## config.mk

```make
export PLATFORM = sky130hd
export DESIGN_NAME = hdmi_vtg
export DESIGN_NICKNAME = d
export VERILOG_FILES = /design/src/rtl/hdmi_vtg.sv
export SDC_FILE = /design/constraint.sdc
export NUM_CORES = 1
export LEC_CHECK = 0
export CORE_MARGIN = 3
export CORE_UTILIZATION = 40
export CTS_CLUSTER_DIAMETER = 120
export DETAILED_ROUTE_END_ITERATION = 8
export GPL_TIMING_DRIVEN = 0
export SKIP_CTS_REPAIR_TIMING = 1
export SYNTH_ARGS = -nofsm -noshare
export SYNTH_HDL_FRONTEND = slang
export SYNTH_SLANG_ARGS = --single-unit
```

## constraint.sdc

```tcl
create_clock -name clk_pix -period 3.32 [get_ports clk_pix]
set_clock_uncertainty 0.2 [all_clocks]
set_input_delay 0.664 -clock clk_pix [delete_from_list [all_inputs] [get_ports clk_pix]]
set_output_delay 0.664 -clock clk_pix [all_outputs]
set_load 0.1 [all_outputs]
```

## src/rtl/hdmi_vtg.sv

```systemverilog
// hdmi_vtg: parametrised video timing generator for the HDMI output path.
// Produces screen coordinates, sync, blank and frame pulses in the pixel
// clock domain. A run/drain FSM starts and stops video only on frame
// boundaries, so the sink never sees a truncated frame.
// Optional feature macro: HDMI_VTG_PIX_ALIGN_EN. When defined, sync, blank
// and the frame pulses are delayed a further PIX_LAT clocks to line up with
// a pipelined pixel generator.

module hdmi_vtg #(
    parameter int   HSCREEN       = 1280,
    parameter int   HFP           = 110,
    parameter int   HSW           = 40,
    parameter int   HBP           = 220,
    parameter int   VSCREEN       = 720,
    parameter int   VFP           = 5,
    parameter int   VSW           = 5,
    parameter int   VBP           = 20,
    parameter logic HSYNC_POL     = 1'b1,
    parameter logic VSYNC_POL     = 1'b1,
    parameter int   CW            = 12,
    parameter int   MFRAM_CNT_MAX = 60,
    parameter int   PIX_LAT       = 2
) (
    input  logic          clk_pix,
    input  logic          arst,
    input  logic          run,
    output logic [CW-1:0] hcount,
    output logic [CW-1:0] vcount,
    output logic          hsync,
    output logic          vsync,
    output logic          blank,
    output logic          video_on,
    output logic          line_start,
    output logic          frame_start,
    output logic          frame_done,
    output logic          mfram_done,
    output logic          busy
);

    localparam int HFRAME = HSCREEN + HFP + HSW + HBP;
    localparam int VFRAME = VSCREEN + VFP + VSW + VBP;

    localparam logic [CW-1:0] H_LAST     = CW'(HFRAME - 1);
    localparam logic [CW-1:0] H_VIS      = CW'(HSCREEN);
    localparam logic [CW-1:0] H_VIS_LAST = CW'(HSCREEN - 1);
    localparam logic [CW-1:0] H_SYNC_BEG = CW'(HSCREEN + HFP);
    localparam logic [CW-1:0] H_SYNC_END = CW'(HSCREEN + HFP + HSW);

    localparam logic [CW-1:0] V_LAST     = CW'(VFRAME - 1);
    localparam logic [CW-1:0] V_VIS      = CW'(VSCREEN);
    localparam logic [CW-1:0] V_VIS_LAST = CW'(VSCREEN - 1);
    localparam logic [CW-1:0] V_SYNC_BEG = CW'(VSCREEN + VFP);
    localparam logic [CW-1:0] V_SYNC_END = CW'(VSCREEN + VFP + VSW);

    localparam int            MW      = (MFRAM_CNT_MAX > 1) ? $clog2(MFRAM_CNT_MAX) : 1;
    localparam logic [MW-1:0] MF_LAST = MW'(MFRAM_CNT_MAX - 1);

    // Packed order of the delayed signal group: {hsync, vsync, blank, frame_done, mfram_done}
    localparam logic [4:0] SIG_IDLE = {~HSYNC_POL, ~VSYNC_POL, 1'b1, 1'b0, 1'b0};

`ifdef HDMI_VTG_PIX_ALIGN_EN
    localparam int DLY_DEPTH = PIX_LAT;
`else
    // PIX_LAT has no effect without alignment; it stays referenced so both
    // builds share one parameter list.
    localparam int DLY_DEPTH = 0 * PIX_LAT;
`endif

    typedef enum logic [1:0] {
        ST_IDLE,
        ST_RUN,
        ST_DRAIN
    } state_t;

    state_t        state;
    state_t        state_nx;
    logic [CW-1:0] hcount_nx;
    logic [CW-1:0] vcount_nx;
    logic [MW-1:0] mfram_cnt;
    logic [4:0]    sig_r;
    logic [4:0]    sig_o;

    logic counting;
    logic h_wrap;
    logic v_wrap;
    logic frame_wrap;
    logic h_sync_rgn;
    logic v_sync_rgn;
    logic visible;
    logic hsync_d;
    logic vsync_d;
    logic blank_d;
    logic fdone_d;
    logic mdone_d;

    assign counting   = (state != ST_IDLE);
    assign h_wrap     = (hcount == H_LAST);
    assign v_wrap     = (vcount == V_LAST);
    assign frame_wrap = h_wrap && v_wrap;

    assign h_sync_rgn = (hcount >= H_SYNC_BEG) && (hcount < H_SYNC_END);
    assign v_sync_rgn = (vcount >= V_SYNC_BEG) && (vcount < V_SYNC_END);
    assign visible    = (hcount < H_VIS) && (vcount < V_VIS);

    // Decoded timing for the coordinates presented this cycle; IDLE forces inactive values.
    assign hsync_d = (counting && h_sync_rgn) ? HSYNC_POL : ~HSYNC_POL;
    assign vsync_d = (counting && v_sync_rgn) ? VSYNC_POL : ~VSYNC_POL;
    assign blank_d = ~(counting && visible);
    assign fdone_d = counting && (hcount == H_VIS_LAST) && (vcount == V_VIS_LAST);
    assign mdone_d = fdone_d && (mfram_cnt == MF_LAST);

    // Next state and next coordinates; counters only move outside IDLE and wrap by compare.
    always_comb begin
        state_nx  = state;
        hcount_nx = hcount;
        vcount_nx = vcount;

        case (state)
            ST_IDLE:  if (run) state_nx = ST_RUN;
            ST_RUN:   if (!run) state_nx = ST_DRAIN;
            ST_DRAIN: begin
                if (run)
                    state_nx = ST_RUN;
                else if (frame_wrap)
                    state_nx = ST_IDLE;
            end
            default:  state_nx = ST_IDLE;
        endcase

        if (counting) begin
            hcount_nx = h_wrap ? '0 : hcount + CW'(1);
            if (h_wrap)
                vcount_nx = v_wrap ? '0 : vcount + CW'(1);
        end else begin
            hcount_nx = '0;
            vcount_nx = '0;
        end
    end

    // FSM, coordinate registers, start pulses, multi-frame counter and the 1-cycle decode stage.
    always_ff @(posedge clk_pix or posedge arst) begin
        if (arst) begin
            state       <= ST_IDLE;
            hcount      <= '0;
            vcount      <= '0;
            line_start  <= 1'b0;
            frame_start <= 1'b0;
            mfram_cnt   <= '0;
            sig_r       <= SIG_IDLE;
        end else begin
            state       <= state_nx;
            hcount      <= hcount_nx;
            vcount      <= vcount_nx;
            line_start  <= (state_nx != ST_IDLE) && (hcount_nx == '0);
            frame_start <= (state_nx != ST_IDLE) && (hcount_nx == '0) && (vcount_nx == '0);
            sig_r       <= {hsync_d, vsync_d, blank_d, fdone_d, mdone_d};

            if (state_nx == ST_IDLE)
                mfram_cnt <= '0;
            else if (fdone_d)
                mfram_cnt <= mdone_d ? '0 : mfram_cnt + MW'(1);
        end
    end

    // mfram_done travels with frame_done through the delay so the two stay coincident.
    generate
        if (DLY_DEPTH == 0) begin : g_no_dly
            assign sig_o = sig_r;
        end else begin : g_dly
            logic [4:0] dly [DLY_DEPTH];

            // Alignment shift register, flushed to inactive values on reset.
            always_ff @(posedge clk_pix or posedge arst) begin
                if (arst) begin
                    for (int i = 0; i < DLY_DEPTH; i++)
                        dly[i] <= SIG_IDLE;
                end else begin
                    dly[0] <= sig_r;
                    for (int i = 1; i < DLY_DEPTH; i++)
                        dly[i] <= dly[i-1];
                end
            end

            assign sig_o = dly[DLY_DEPTH-1];
        end
    endgenerate

    assign {hsync, vsync, blank, frame_done, mfram_done} = sig_o;
    assign video_on = ~blank;
    assign busy     = (state != ST_IDLE);

endmodule

```

Yosys cells after proc, flatten, opt, wreduce, memory -nomap -nowiden. Index checks and enable logic that the tools add are counted.

Register bits after elaboration: 39. Latch bits: 0. Bits in writable memories: 0. ROM bits: 0. Input port bits: 3. Output and inout port bits: 33. Memories kept: 0.

$add $sub $neg: 3. Multiply operators: 0. Divide/modulo/power cells: 0. Magnitude comparators: 6. Equal/unequal tests: 7. Shift operators: 0. Muxes and demuxes: 15. Bitwise gates (word level): 2. Reductions and logical operators: 19.

Operators with widths (count): $mux 12 (5); $add 12x1->12 const B (2); $eq 12x10->1 const B (2); $eq 12x11->1 const B (2); $logic_not 12->1 (2); $lt 12x10->1 const B (2); $lt 12x11->1 const B (2); $mux 6 (3); $ge 12x10->1 const B (1); $ge 12x11->1 const B (1); $logic_and 1x1->1 (12); $mux 2 (4); $add 6x1->6 const B (1); $eq 6x6->1 const B (1); $pmux 2 s3 (1); $reduce_bool 2->1 (3); $logic_not 2->1 (2); $eq 2x1->1 const B (1); $eq 2x2->1 const B (1); $mux 1 (2); $not 1->1 (2).

Longest topological paths before layout.
Depth after elaboration: 8. Depth in mapped cells: 9.

Worst setup path after synthesis. No wires, ideal clock.

Path type: reg2reg. Start: register hcount[0]. End: register frame_start. Arrival time: 2873 ps. Data required time: 3024 ps. Slack: 152 ps. Cell stages (with the launch flop): 9. Buffers on the path: 1. Period minus slack after synthesis: 3168 ps. Cells stage by stage: dfrtp_1 > ha_1 > and4b_2 > and3_2 > clkbuf_1 > nand3_1 > xnor2_1 > a2111o_1 > nor4_2.

Word-level cells in the longest chain between the ends: 8. Elaborated cells between the ends (all ways): 15. Those cells by class: add/sub (1); eq/ne (1); mux (7); reduce/logical (6).

Ends and longest elaborated chain: start: declaration (line 27) `output logic [CW-1:0] hcount,`; start signal: assignment (line 152) `hcount <= hcount_nx;`; branches (longest 7 deep; another with $add 12x1->12); $logic_and 1x1->1 * (line 155) `frame_start <= (state_nx != ST_IDLE) && (hcount_nx == '0) && (vcount_nx == '0);`; end signal: assignment (line 155); end: declaration (line 34) `output logic frame_start,`.

Mark *: on every way between the ends. A chain may end at the register's enable or synchronous reset.

Worst setup path in the final report.
Start: register state[1]. End: output port busy.

Word-level cells in the longest chain between the ends: 1.

Ends and longest elaborated chain: start: declaration (line 75) `state_t state;`; start signal: assignment (line 151) `state <= state_nx;`; $reduce_bool 2->1 (line 190) `assign busy = (state != ST_IDLE);`; end: declaration (line 37) `output logic busy`.

No other way between the ends.

==> flow_summary.json <==
{
  "drt_drc_violations_left": 0,
  "holdPathStages": 1,
  "viasPerCell": 5.40,
  "rsz0062_at_grt": "false",
  "initial_core_util_pct": 41.9,
  "final-hold-violation-count": 0,
  "status": "finished, final reports clean",
  "power_leakage_nw": 1.19,
  "worst_pin_slew_ps": 973,
  "min_period_over_period_pct": 90.6,
  "ir_worst_vdd_mv": 0.363,
  "die_area_sq_um": 6840,
  "hp-class": "reg2reg",
  "swShare_pct": 34.1,
  "antennaDiodeCount": 0,
  "yosys_warnings": 0,
  "power_report.internal_total_mw": 0.758,
  "synth_cell_types": 58,
  "rows": 27,
  "worstRegToRegCells": 7,
  "synth_seq_cells": 39,
  "maxCapViolCount": 0,
  "ys_seq_area_share_pct": 41.5,
  "synth_fp_nets": 249,
  "antenna_found_initial": 0,
  "period_needed_ps": 3010,
  "endpoint_kind": "primary output",
  "via_count": 1910,
  "gp_congestion": 0.796,
  "final_nets": 291,
  "hpwl_microns": 3830,
  "synthArstFlopShare_pct": 100,
  "dr.pass1.iters": 4,
  "grt_pass1_wl_microns": 9210,
  "pwr-share-clk_pct": 31.3,
  "ff2ff_setup_slack_ps": 510,
  "netlist_instances": 239,
  "crit_fanout": 8,
  "routed_wl_microns": 5360,
  "switchingPower_mw": 0.392,
  "coreArea_sq_um": 5610,
  "reg2reg_to": "mfram_cnt[2]$_DFFE_PP0P_",
  "synth_edf_count": 0,
  "cts-root-buf": "clkbuf_8",
  "yosysTopAreaCell": "dfrtp_1",
  "worstSetupStartpoint": "state[1]$_DFF_PP0_",
  "clock_latency_ps": 290,
  "track_usage_pct": 17.7,
  "fmax_ghz": 0.332,
  "synth.avg_cell_area_sq_um": 9.84,
  "grt_overflow": 0,
  "numPlacedInstances": 346,
  "worstSetupEndpoint": "busy",
  "power_density_nw_per_um2": 397,
  "cts_tree": "yes",
  "cts_inserted_buffers": 5,
  "fin_cells": 354,
  "cts_buffer_depth": 2,
  "wl_per_cell_microns": 15.2,
  "netlist_area_sq_um": 2350,
  "cts.sinks": 39,
  "area_growth_pct": 23.1,
  "slew_violations": 0,
  "criticalPathCategory": "reg2out",
  "crit_required_ps": 2460,
  "seq_power_share_pct": 44.4,
  "setup_viol": 0,
  "io_buffers": 35,
  "ys_top_cells_by_area": "dfrtp_1, xor2_1, nor2_1",
  "fp.dieW_microns": 82.7,
  "drive_gt1_share_pct": 15.2,
  "finalSetupTns_ps": 0,
  "critPathLaunchType": "flop",
  "ioPinCount": 36,
  "timing.rr.start": "hcount[0]$_DFF_PP0_",
  "max_slew_margin_pct": 34.9,
  "drtAntennaViolNets": 0,
  "clkSlewWorstSetupHoldPaths_ps": 80,
  "die_y_microns": 82.7,
  "dr.first_iter.drc_count": 113,
  "combPwrFrac_pct": 24.3,
  "synth_ff_type": "dfrtp_1",
  "arrival_ps": 2140,
  "yosysTopAreaCellShare_pct": 40.4,
  "grt_max_degree": 40,
  "grt_pass1_vias": 1853,
  "htree_levels": 2
}
## synth_stat cells, types with 5 or more instances
master,number
inv_1,8
xnor2_1,9
buf_4,5
a21oi_1,9
or3_1,6
nand2_1,16
nand3_1,10
dfrtp_1,38
nor3_1,5
nor2_1,28
xor2_1,13
ha_1,7
nand4_1,10
## cells by family (layout without fill, tap and decap cells)
family / Yosys count / in the layout / synth area share, %
buf+inv: 19 / 62 / 5.21
xor+xnor: 22 / 22 / 8.19
mux: 1 / 1 / 0.426
flops: 39 / 39 / 41.5
fa+ha+maj: 7 / 7 / 3.72
compound gates: 37 / 37 / 12.2
simple gates: 114 / 114 / 28.7
## worst min-delay path by stage
| stage | start | end | slack [ps] |
|---|---|---|---|
| final | state[1]$_DFF_PP0_ | state[0]$_DFF_PP0_ | 310 |
| after global routing | state[1]$_DFF_PP0_ | state[0]$_DFF_PP0_ | 360 |
| after CTS | state[1]$_DFF_PP0_ | state[0]$_DFF_PP0_ | 310 |
| after detailed placement | state[1]$_DFF_PP0_ | state[0]$_DFF_PP0_ | 300 |
| after global placement | state[1]$_DFF_PP0_ | state[0]$_DFF_PP0_ | 290 |
| after floorplan | state[1]$_DFF_PP0_ | state[0]$_DFF_PP0_ | 250 |
## state kept, by name, summed over array words and instances, names as in the netlist
register / flops
mfram_cnt: 6
sig_o: 5
line_start: 1
hcount: 12
vcount: 12
state: 2
frame_start: 1
## final cells by class
| cell class | instances | area [sq um] |
|---|---|---|
| timing repair buffer | 35 | 350 |
| sequential | 39 | 977 |
| buffer | 11 | 92.6 |
| clock inverter | 1 | 7.51 |
| tap | 72 | 90.1 |
| fill | 543 | 2710 |
| inverter | 8 | 30.0 |
| multi-input combinational | 181 | 1250 |
| clock buffer | 7 | 96.3 |
## stage by stage
step / setup WS, ps / cell area, sq um / utilization [%] / hold slack, ps / power (mW)
after global placement: 488 / 2790 / 49.8 / 289 / 0.802
after CTS: 295 / 2900 / 51.7 / 312 / 1.16
final: 311 / 2900 / 51.7 / 311 / 1.15
after detailed placement: 493 / 2790 / 49.8 / 299 / 0.803
after global routing: 163 / 2900 / 51.7 / 358 / 1.20
after floorplan: 152 / 2350 / - / 250 / 0.737
## routing by layer
| metal | vias up | track usage, % | share of wire, % | wire, microns |
|---|---|---|---|---|
| met1 | 921 | 25.4 | 50 | 2690 |
| met5 | - | 0 | 0 | 0 |
| li1 | 944 | - | - | - |
| met4 | 0 | 4.41 | 1.1 | 61 |
| met3 | 6 | 3.58 | 3.5 | 186 |
| met2 | 39 | 27.2 | 45 | 2420 |
## power groups by stage
stage               clock, mW  combinational [mW]  sequential, mW
floorplan                   0               0.109           0.628
global placement            0               0.281           0.521
detailed placement          0               0.281           0.521
CTS                     0.368               0.282           0.512
global route            0.387               0.297           0.516
finish                  0.360               0.279           0.511
## cells in the final DEF (no fill, tap or decap), types with 4 or more instances in the layout
| master | netlist | final |
|---|---|---|
| nand2_1 | 16 | 16 |
| xor2_1 | 13 | 13 |
| nor4_1 | 4 | 4 |
| dfrtp_1 | 38 | 38 |
| nand3_1 | 10 | 10 |
| nand2b_1 | 4 | 4 |
| inv_1 | 8 | 7 |
| nor2_1 | 28 | 28 |
| clkbuf_8 | 1 | 8 |
| nand4_1 | 10 | 10 |
| o21ai_0 | 4 | 4 |
| nor3_1 | 5 | 5 |
| or3_1 | 6 | 6 |
| xnor2_1 | 9 | 9 |
| clkdlybuf4s50_1 | 0 | 35 |
| buf_4 | 5 | 5 |
| a21oi_1 | 9 | 9 |
| ha_1 | 7 | 7 |
## critical path, cell delays in order, from the launching register on
cell and delay, ps:
dfrtp_1 410, or2_2 300, clkbuf_8 170, clkdlybuf4s50_1 970
Note: power is estimated with default switching activity, not from simulation.
